[src/rtl/left_barrel_shifter.sv]
// 32-bit logical left barrel shifter (SLL): five cascaded 16/8/4/2/1 mux stages, zero fill.
// Latency: result is combinational, result_q/out_valid lag by one cycle; there is no backpressure.
module left_barrel_shifter #(
    parameter int WIDTH = 32
) (
    input  logic              clock,
    input  logic              reset,
    input  logic [WIDTH-1:0]  data,
    input  logic [4:0]        shiftamt,
    input  logic              in_valid,
    output logic [WIDTH-1:0]  result,
    output logic [WIDTH-1:0]  result_q,
    output logic              out_valid
);

    logic [WIDTH-1:0] s4;
    logic [WIDTH-1:0] s3;
    logic [WIDTH-1:0] s2;
    logic [WIDTH-1:0] s1;
    logic [WIDTH-1:0] s0;

    // Coarsest stage first; each stage is a 2:1 mux per bit on one shiftamt bit.
    assign s4 = shiftamt[4] ? {data[15:0], 16'b0} : data;
    assign s3 = shiftamt[3] ? {s4[23:0],   8'b0}  : s4;
    assign s2 = shiftamt[2] ? {s3[27:0],   4'b0}  : s3;
    assign s1 = shiftamt[1] ? {s2[29:0],   2'b0}  : s2;
    assign s0 = shiftamt[0] ? {s1[30:0],   1'b0}  : s1;

    assign result = s0;

    // result_q tracks result every cycle; out_valid says whether that capture was qualified.
    always_ff @(posedge clock or posedge reset) begin
        if (reset) begin
            result_q  <= '0;
            out_valid <= 1'b0;
        end else begin
            result_q  <= result;
            out_valid <= in_valid;
        end
    end

endmodule

[config.mk]
export PLATFORM = sky130hd
export DESIGN_NAME = left_barrel_shifter
export DESIGN_NICKNAME = d
export VERILOG_FILES = /design/src/rtl/left_barrel_shifter.sv
export SDC_FILE = /design/constraint.sdc
export NUM_CORES = 1
export LEC_CHECK = 0
export CORE_MARGIN = 4
export CORE_UTILIZATION = 43
export CTS_BUF_LIST = sky130_fd_sc_hd__clkbuf_4 sky130_fd_sc_hd__clkbuf_8
export DETAILED_ROUTE_END_ITERATION = 8
export PLACE_DENSITY = 0.77
export SETUP_SLACK_MARGIN = 0.5
export SYNTH_ARGS = -nofsm -noshare
export SYNTH_HDL_FRONTEND = slang
export SYNTH_SLANG_ARGS = --single-unit
[constraint.sdc]
create_clock -name clock -period 1.9 [get_ports clock]
set_input_delay 0.285 -clock clock [delete_from_list [all_inputs] [get_ports clock]]
set_output_delay 0.285 -clock clock [all_outputs]
set_load 0.005 [all_outputs]
==> results.py, run 1 <==
metrics = {
    "yosys": {
        "yosysWarnings": 0,
        "synthCells": 287,
        "syn_area_mm2": 0.00299,
        "synth_edf_count": 0,
        "async_flop_share_pct": 100,
        "ys_seq_area_share_pct": 27.6,
        "syn_avg_cell_area_um2": 10.4,
        "synth.net_count": 327,
        "ys_ff_latch": 33,
        "synth_ff_type": "dfrtp_1",
        "yosysUniqueCellTypes": 43,
    },
    "placement": {
        "portBuffers": 104,
        "gp_congestion": 0.945,
        "hpwl_um": 9670,
    },
    "sta": {
        "worstEpCategory": "output port",
        "crit_endpoint": "result[18]",
    },
    "floorplan": {
        "rows": 30,
        "die_h_um": 91.4,
        "io_pins": 105,
        "initial_core_util_pct": 44.1,
        "die_x_um": 91.4,
    },
    "clock_network": {
        "cts_htree_levels": 2,
        "cts_root_buf": "clkbuf_8",
        "cts_buffers": 5,
        "clock_path_buffers": 2,
        "cts_sinks": 33,
    },
    "run_status": {
        "first-error": "[ERROR DPL-0033] detailed placement checks failed during check placement.",
        "status": "aborted with a tool error",
        "failed_stage": "5_1_grt",
    },
    "global_routing": {
        "grt_max_degree": 34,
        "antenna_found_initial": 0,
    },
}
## kinds of logic after synthesis
family	after synthesis	synth area share [%]
mux	85	38.8
flops	33	27.6
buf+inv	34	6.06
compound gates	68	16.5
simple gates	67	11.1
## timing repair
item | in CTS
cloned | 3
hold buffers | 0
buffers inserted | 80
setup endpoints to repair | 77
pin swaps | 44
resized for setup | 383
## synth_stat cells (all sizes together), types with 2 or more instances
| master | n | area [µm²] |
|---|---|---|
| nand2b | 6 | 37.5 |
| a221oi | 2 | 17.5 |
| nand2 | 23 | 86.3 |
| nor2b | 14 | 87.6 |
| or3 | 2 | 12.5 |
| a32o | 3 | 30.0 |
| a32oi | 3 | 26.3 |
| mux2 | 19 | 229 |
| nand3 | 6 | 30.0 |
| o211ai | 8 | 60.1 |
| mux2i | 45 | 450 |
| nor2 | 10 | 40.0 |
| inv | 6 | 22.5 |
| dfrtp | 33 | 826 |
| a311oi | 2 | 17.5 |
| o22ai | 8 | 50.1 |
| a31oi | 5 | 31.3 |
| a22o | 2 | 17.5 |
| clkbuf | 9 | 33.8 |
| nor3b | 2 | 15.0 |
| a21oi | 4 | 20.0 |
| o32ai | 2 | 17.5 |
| o21ai | 7 | 35.0 |
| a211oi | 2 | 15.0 |
| a22oi | 14 | 105 |
| nor3 | 3 | 15.0 |
| mux4 | 21 | 480 |
| buf | 19 | 125 |
## metrics by stage
| stage | hold slack [ns] | cell area, µm² | setup WS (ns) | cells | TNS [ns] |
|---|---|---|---|---|---|
| global placement | 0.688 | 5020 | -0.990 | 567 | -29.15 |
| floorplan | 0.316 | 3180 | -0.00583 | 287 | -0.00583 |
| CTS | 0.392 | 6270 | -0.390 | 658 | -5.76 |
| detailed placement | 0.698 | 5020 | -1.03 | 567 | -31.19 |
==> inputs of run 2 (changes only) <==
- CORE_UTILIZATION: 43 -> 30
- CTS_BUF_LIST: sky130_fd_sc_hd__clkbuf_4 sky130_fd_sc_hd__clkbuf_8 -> default
- PLACE_DENSITY: 0.77 -> default
- PLACE_DENSITY_LB_ADDON: default -> 0.15
- SETUP_SLACK_MARGIN: 0.5 -> default
- clock period: 1.9 -> 2.45 ns (I/O delays scaled with it)
==> results.py, run 2 <==
metrics = {
    "layout": {
        "mostFrequentLayoutCells": "buf_4, clkdlybuf4s50_1, mux2i_1",
        "final_area_mm2": 0.00574,
        "synthToLayoutAreaGrowth_pct": 91.7,
        "antenna_cells": 0,
        "num-fill-cells": 896,
        "reg.largest.list": "result_q (32), out_valid (1)",
        "largest_register": "result_q",
        "final_common_cell": "buf_4",
        "largest_reg_flops": 32,
        "layout.nets": 567,
        "drive_gt1_share_pct": 51.1,
    },
    "setup_path": {
        "crit_path_top_delay_cell": "mux4_2",
        "slowest_delay_ns": 0.49,
        "worst_setup_path_start_kind": "input pin",
        "cp-end-kind": "primary output",
        "crit_top_cell": "buf_6",
        "crit_type": "input pin to primary output",
        "crit_chain": "buf_12 -> buf_12 -> buf_6 -> mux2_4 -> mux4_2 -> buf_6 -> o22ai_4 -> buf_6 -> o22ai_4 -> buf_2",
        "timing.critical_path.fanout_max": 6,
        "crit_arrival_ns": 2.18,
        "crit_required_ns": 2.08,
    },
    "run_status": {
        "status": "complete, but fails checks",
        "violations": "setup timing",
    },
    "floorplan": {
        "die_h_um": 108,
        "die_x_um": 108,
        "initial_core_util_pct": 30.8,
        "rows": 36,
        "io_pins": 105,
        "core_area_mm2": 0.00973,
        "die_area_mm2": 0.0116,
    },
    "pwr": {
        "netSwitchingFraction_pct": 31.4,
        "powerDensity_mw_per_mm2": 400,
        "pwr-share-clk_pct": 24.2,
        "power_frac_comb_pct": 49.3,
        "p_int_mw": 1.57,
        "seqPwrFrac_pct": 26.6,
        "leakage_nw": 2.73,
        "vdd_drop_max_mv": 0.163,
        "p_sw_mw": 0.722,
    },
    "drt": {
        "drc": 0,
        "ant_nets": 0,
        "dr.pass1.iters": 4,
        "vias": 3446,
        "vias_per_cell": 5.21,
        "first_iter_violations": 242,
        "post_drt_wl_per_cell_um": 20.3,
        "wl_um": 13400,
    },
    "yosys": {
        "yosysUniqueCellTypes": 43,
        "ys_ff_latch": 33,
        "yosysTopAreaCell": "dfrtp_1",
        "ys_seq_area_share_pct": 27.6,
        "synthTopCellsByCount": "mux2i_1, dfrtp_1, nand2_1",
        "synth_area_leaders": "dfrtp_1, mux2i_1, mux4_2",
        "synth_edf_count": 0,
        "async_flop_share_pct": 100,
        "synth_top_cell_area_share_pct": 27.6,
        "synthCells": 287,
        "syn_area_mm2": 0.00299,
        "synth_ff_type": "dfrtp_1",
        "synth_most_common_cell": "mux2i_1",
        "yosysWarnings": 0,
        "synth.net_count": 327,
        "syn_avg_cell_area_um2": 10.4,
    },
    "sta": {
        "rsz0062_at_grt": "true",
        "setup_violations": 3,
        "whs_ns": 0.463,
        "worst_slack_ns": -0.101,
        "slew_viol_final": 0,
        "period_needed_ns": 2.55,
        "worstMarginPinSlew_ns": 0.483,
        "slew_headroom_pct": 66.9,
        "finalHoldViolations": 0,
        "finalCritPeriodShare_pct": 104,
        "max_freq_mhz": 392,
        "tns_ns": -0.188,
    },
    "placement": {
        "portBuffers": 104,
        "dpl-instance-area_mm2": 0.00492,
        "hpwl_um": 9780,
        "gp_congestion": 0.870,
    },
    "clock_network": {
        "cts_sinks": 33,
        "cts_root_buf": "clkbuf_8",
        "clock_path_buffers": 2,
        "cts_tree": "done",
        "clk_pin_slew_worst_paths_ns": 0.08,
        "cts_buffers": 5,
        "cts_htree_levels": 2,
    },
    "job": {
        "max_cap_viol_count": 0,
    },
    "global_routing": {
        "grt_pass1_vias": 3587,
        "grt_overflow": 0,
        "grt_use_total_pct": 23.0,
        "grt_pass1_wl_um": 20100,
        "antenna_found_initial": 0,
        "grt_max_degree": 34,
    },
    "min_path": {
        "hold_class": "input pin to async pin",
    },
}
[run 2: critical path, delay by kind of cell]
| kind | cells | cell delay [ns] |
|---|---|---|
| buf+inv | 6 | 0.78 |
| compound gates | 2 | 0.23 |
| mux | 2 | 0.80 |
[run 2: kinds of logic after synthesis]
logic type      after synthesis  share of synthesized area [%]
mux                          85                           38.8
compound gates               68                           16.5
simple gates                 67                           11.1
buf+inv                      34                           6.06
flops                        33                           27.6
[run 2: final timing paths]
path | startpoint | endpoint | slack [ns] | cells past startpoint
max in group asynchronous | reset | result_q[22]$_DFF_PP0_ | 1.69 | 3
min in group clock | in_valid | out_valid$_DFF_PP0_ | 0.52 | 1
hold / removal | reset | result_q[1]$_DFF_PP0_ | 0.46 | 3
setup / recovery | shiftamt[3] | result[18] | -0.10 | 10
[run 2: layer usage]
| layer | wire length, µm | global-route usage, % | part of all wire, % | up-vias |
|---|---|---|---|---|
| met5 | 0 | 0 | 0 | - |
| met4 | 194 | 5.95 | 1.4 | 0 |
| met3 | 781 | 2.58 | 5.8 | 15 |
| met2 | 6700 | 39.4 | 50 | 146 |
| met1 | 5740 | 30.7 | 43 | 1685 |
| li1 | - | - | - | 1600 |
[run 2: cell type report]
type	count	area (µm²)	share of cell area, %
inverter	6	22.5	0.392
tap	133	166	2.90
sequential	33	826	14.4
clock inverter	1	30.0	0.523
clock buffer	7	86.3	1.50
multi-input combinational	220	2280	39.7
timing repair buffer	261	2330	40.6
[run 2: power groups by stage]
stage | Clock [mW] | Sequential, mW | Combinational (mW)
after global routing | 0.590 | 0.617 | 1.20
after CTS | 0.569 | 0.610 | 1.06
after global placement | 0 | 0.620 | 0.955
after detailed placement | 0 | 0.621 | 0.954
after floorplan | 0 | 0.630 | 0.381
final | 0.555 | 0.610 | 1.13
[run 2: through the flow]
step,setup slack [ns],power (mW),util (%),instances
after global routing,-0.140,2.41,59.0,661
after CTS,-0.159,2.24,56.6,650
after detailed placement,-0.619,1.58,50.6,606
after floorplan,0.303,1.01,-,287
after global placement,-0.577,1.57,50.6,606
final,-0.101,2.30,59.0,661
[run 2: what timing repair did]
action,CTS,global route
endpoints found under the setup margin,32,29
setup buffers,34,12
pin swaps,18,19
cloned,3,1
hold buffers,0,0
resized for setup,149,55
Power figures use the tool's default switching activity.
==> inputs of run 3 (changes only) <==
- CORE_UTILIZATION: 30 -> 46
==> results.py, run 3 (synthesis results as in run 2) <==
metrics = {
    "floorplan": {
        "die_x_um": 88.7,
        "rows": 29,
        "io_pins": 105,
        "core_area_mm2": 0.00635,
        "die_h_um": 88.7,
        "initial_core_util_pct": 47.1,
        "die_area_mm2": 0.00786,
    },
    "sta": {
        "setup_violations": 1,
        "slew_headroom_pct": 58.9,
        "period_needed_ns": 2.47,
        "worstMarginPinSlew_ns": 0.614,
        "finalHoldViolations": 0,
        "finalCritPeriodShare_pct": 101,
        "tns_ns": -0.0185,
        "max_freq_mhz": 405,
        "slew_viol_final": 0,
        "rsz0062_at_grt": "true",
        "worst_slack_ns": -0.0185,
    },
    "pwr": {
        "powerDensity_mw_per_mm2": 394,
        "vdd_drop_max_mv": 0.285,
        "leakage_nw": 2.51,
        "power_mw": 2.10,
    },
    "placement": {
        "dp_cells": 537,
        "gp_congestion": 0.966,
        "hpwl_um": 9700,
        "portBuffers": 104,
    },
    "clock_network": {
        "cts_root_buf": "clkbuf_8",
        "cts_htree_levels": 2,
        "clk_pin_slew_worst_paths_ns": 0.08,
        "cts_buffers": 5,
        "clock_path_buffers": 2,
        "cts_sinks": 33,
        "cts_tree": "done",
    },
    "layout": {
        "drive_gt1_share_pct": 47.0,
        "num-fill-cells": 345,
        "layoutNonFillerInstCount": 573,
        "largest_reg_flops": 32,
        "largest_register": "result_q",
        "final_common_cell": "buf_4",
        "synthToLayoutAreaGrowth_pct": 78.1,
        "mostFrequentLayoutCells": "buf_4, clkdlybuf4s50_1, mux2i_1",
        "reg.largest.list": "result_q (32), out_valid (1)",
        "antenna_cells": 0,
        "layout.nets": 535,
    },
    "run_status": {
        "violations": "setup timing",
        "status": "complete, but fails checks",
    },
    "drt": {
        "wl_met3_um": 1440,
        "vias": 3654,
        "vias_per_cell": 6.38,
        "top_layer_used": "met4",
        "m1WireLength_um": 4920,
        "wl_um": 13400,
        "dr_wl_met2_um": 6570,
        "dr.pass1.iters": 5,
        "first_iter_violations": 362,
        "ant_nets": 0,
        "post_drt_wl_per_cell_um": 23.4,
        "drc": 0,
    },
    "setup_path": {
        "cp-end-kind": "primary output",
        "worst_setup_path_start_kind": "input pin",
        "crit_arrival_ns": 2.10,
        "crit_required_ns": 2.08,
        "timing.critical_path.fanout_max": 7,
        "crit_type": "input pin to primary output",
    },
    "global_routing": {
        "grt_use_total_pct": 33.6,
        "grt_pass1_wl_um": 19800,
        "antenna_found_initial": 0,
        "grt_pass1_vias": 3632,
        "grt_overflow": 0,
        "grt_max_degree": 34,
    },
    "job": {
        "max_cap_viol_count": 0,
    },
    "min_path": {
        "hold_class": "input pin to async pin",
    },
}
run 3: cell count changes in the layout (fill, tap and decap cells not counted), sizes merged, moves of 2 or more:
cell | previous run | this run
dlymetal6s2s | 7 | 5
dlygate4sd2 | 32 | 34
buf | 170 | 135
clkdlybuf4s50 | 41 | 43
clkinv | 0 | 2
run 3: per-stage QoR:
stage               cell area (µm²)  hold slack, ns  worst slack [ns]  util (%)
global placement               4750           0.778            -0.572      74.8
floorplan                      2990           0.399             0.303         -
finish                         5330           0.494           -0.0185      83.9
detailed placement             4750           0.820            -0.637      74.8
global route                   5330           0.532           -0.0501      83.9
CTS                            5220           0.521           0.00179      82.2
run 3: area by class of cell:
class / instances / area [µm²] / share of cell area [%]
Sequential cell: 33 / 826 / 15.5
Inverter: 6 / 25.0 / 0.469
Timing Repair Buffer: 229 / 2080 / 39.0
Tap cell: 77 / 96.3 / 1.81
Clock buffer: 6 / 72.6 / 1.36
Clock inverter: 2 / 10.0 / 0.188
Multi-Input combinational cell: 220 / 2220 / 41.7
run 3: what timing repair did:
item / 4_1_cts / 5_1_grt
resized for setup: 154 / 30
pin swaps: 23 / 9
setup endpoints to repair: 32 / 24
gates cloned: 3 / 1
setup buffers: 19 / 6
hold buffers: 0 / 0
run 3: critical path, stage by stage:
cell	delay, ns
buf_12	0.12
buf_8	0.14
mux2_4	0.32
mux4_2	0.55
buf_6	0.15
a22oi_2	0.20
o21ai_2	0.10
buf_2	0.14
run 3: path summary, 6_finish.rpt:
| path | depth (start not counted) | endpoint | startpoint |
|---|---|---|---|
| max | 8 | result[20] | shiftamt[3] |
| min | 3 | result_q[15]$_DFF_PP0_ | reset |
| max in group asynchronous | 3 | result_q[30]$_DFF_PP0_ | reset |
| min in group clock | 1 | out_valid$_DFF_PP0_ | in_valid |
run 3: per-layer routing:
layer	global-route usage, %	vias to the layer above
li1	-	1539
met1	41.7	1754
met2	58.0	295
met3	6.24	66
met4	12.6	0
met5	0	-
run 3: report_power, final:
group / leakage [nW] / internal (mW) / switching (mW)
Sequential: 0.422 / 0.597 / 0.0154
Combinational: 2.04 / 0.585 / 0.480
Clock: 0.0450 / 0.197 / 0.222
Total: 2.51 / 1.38 / 0.718
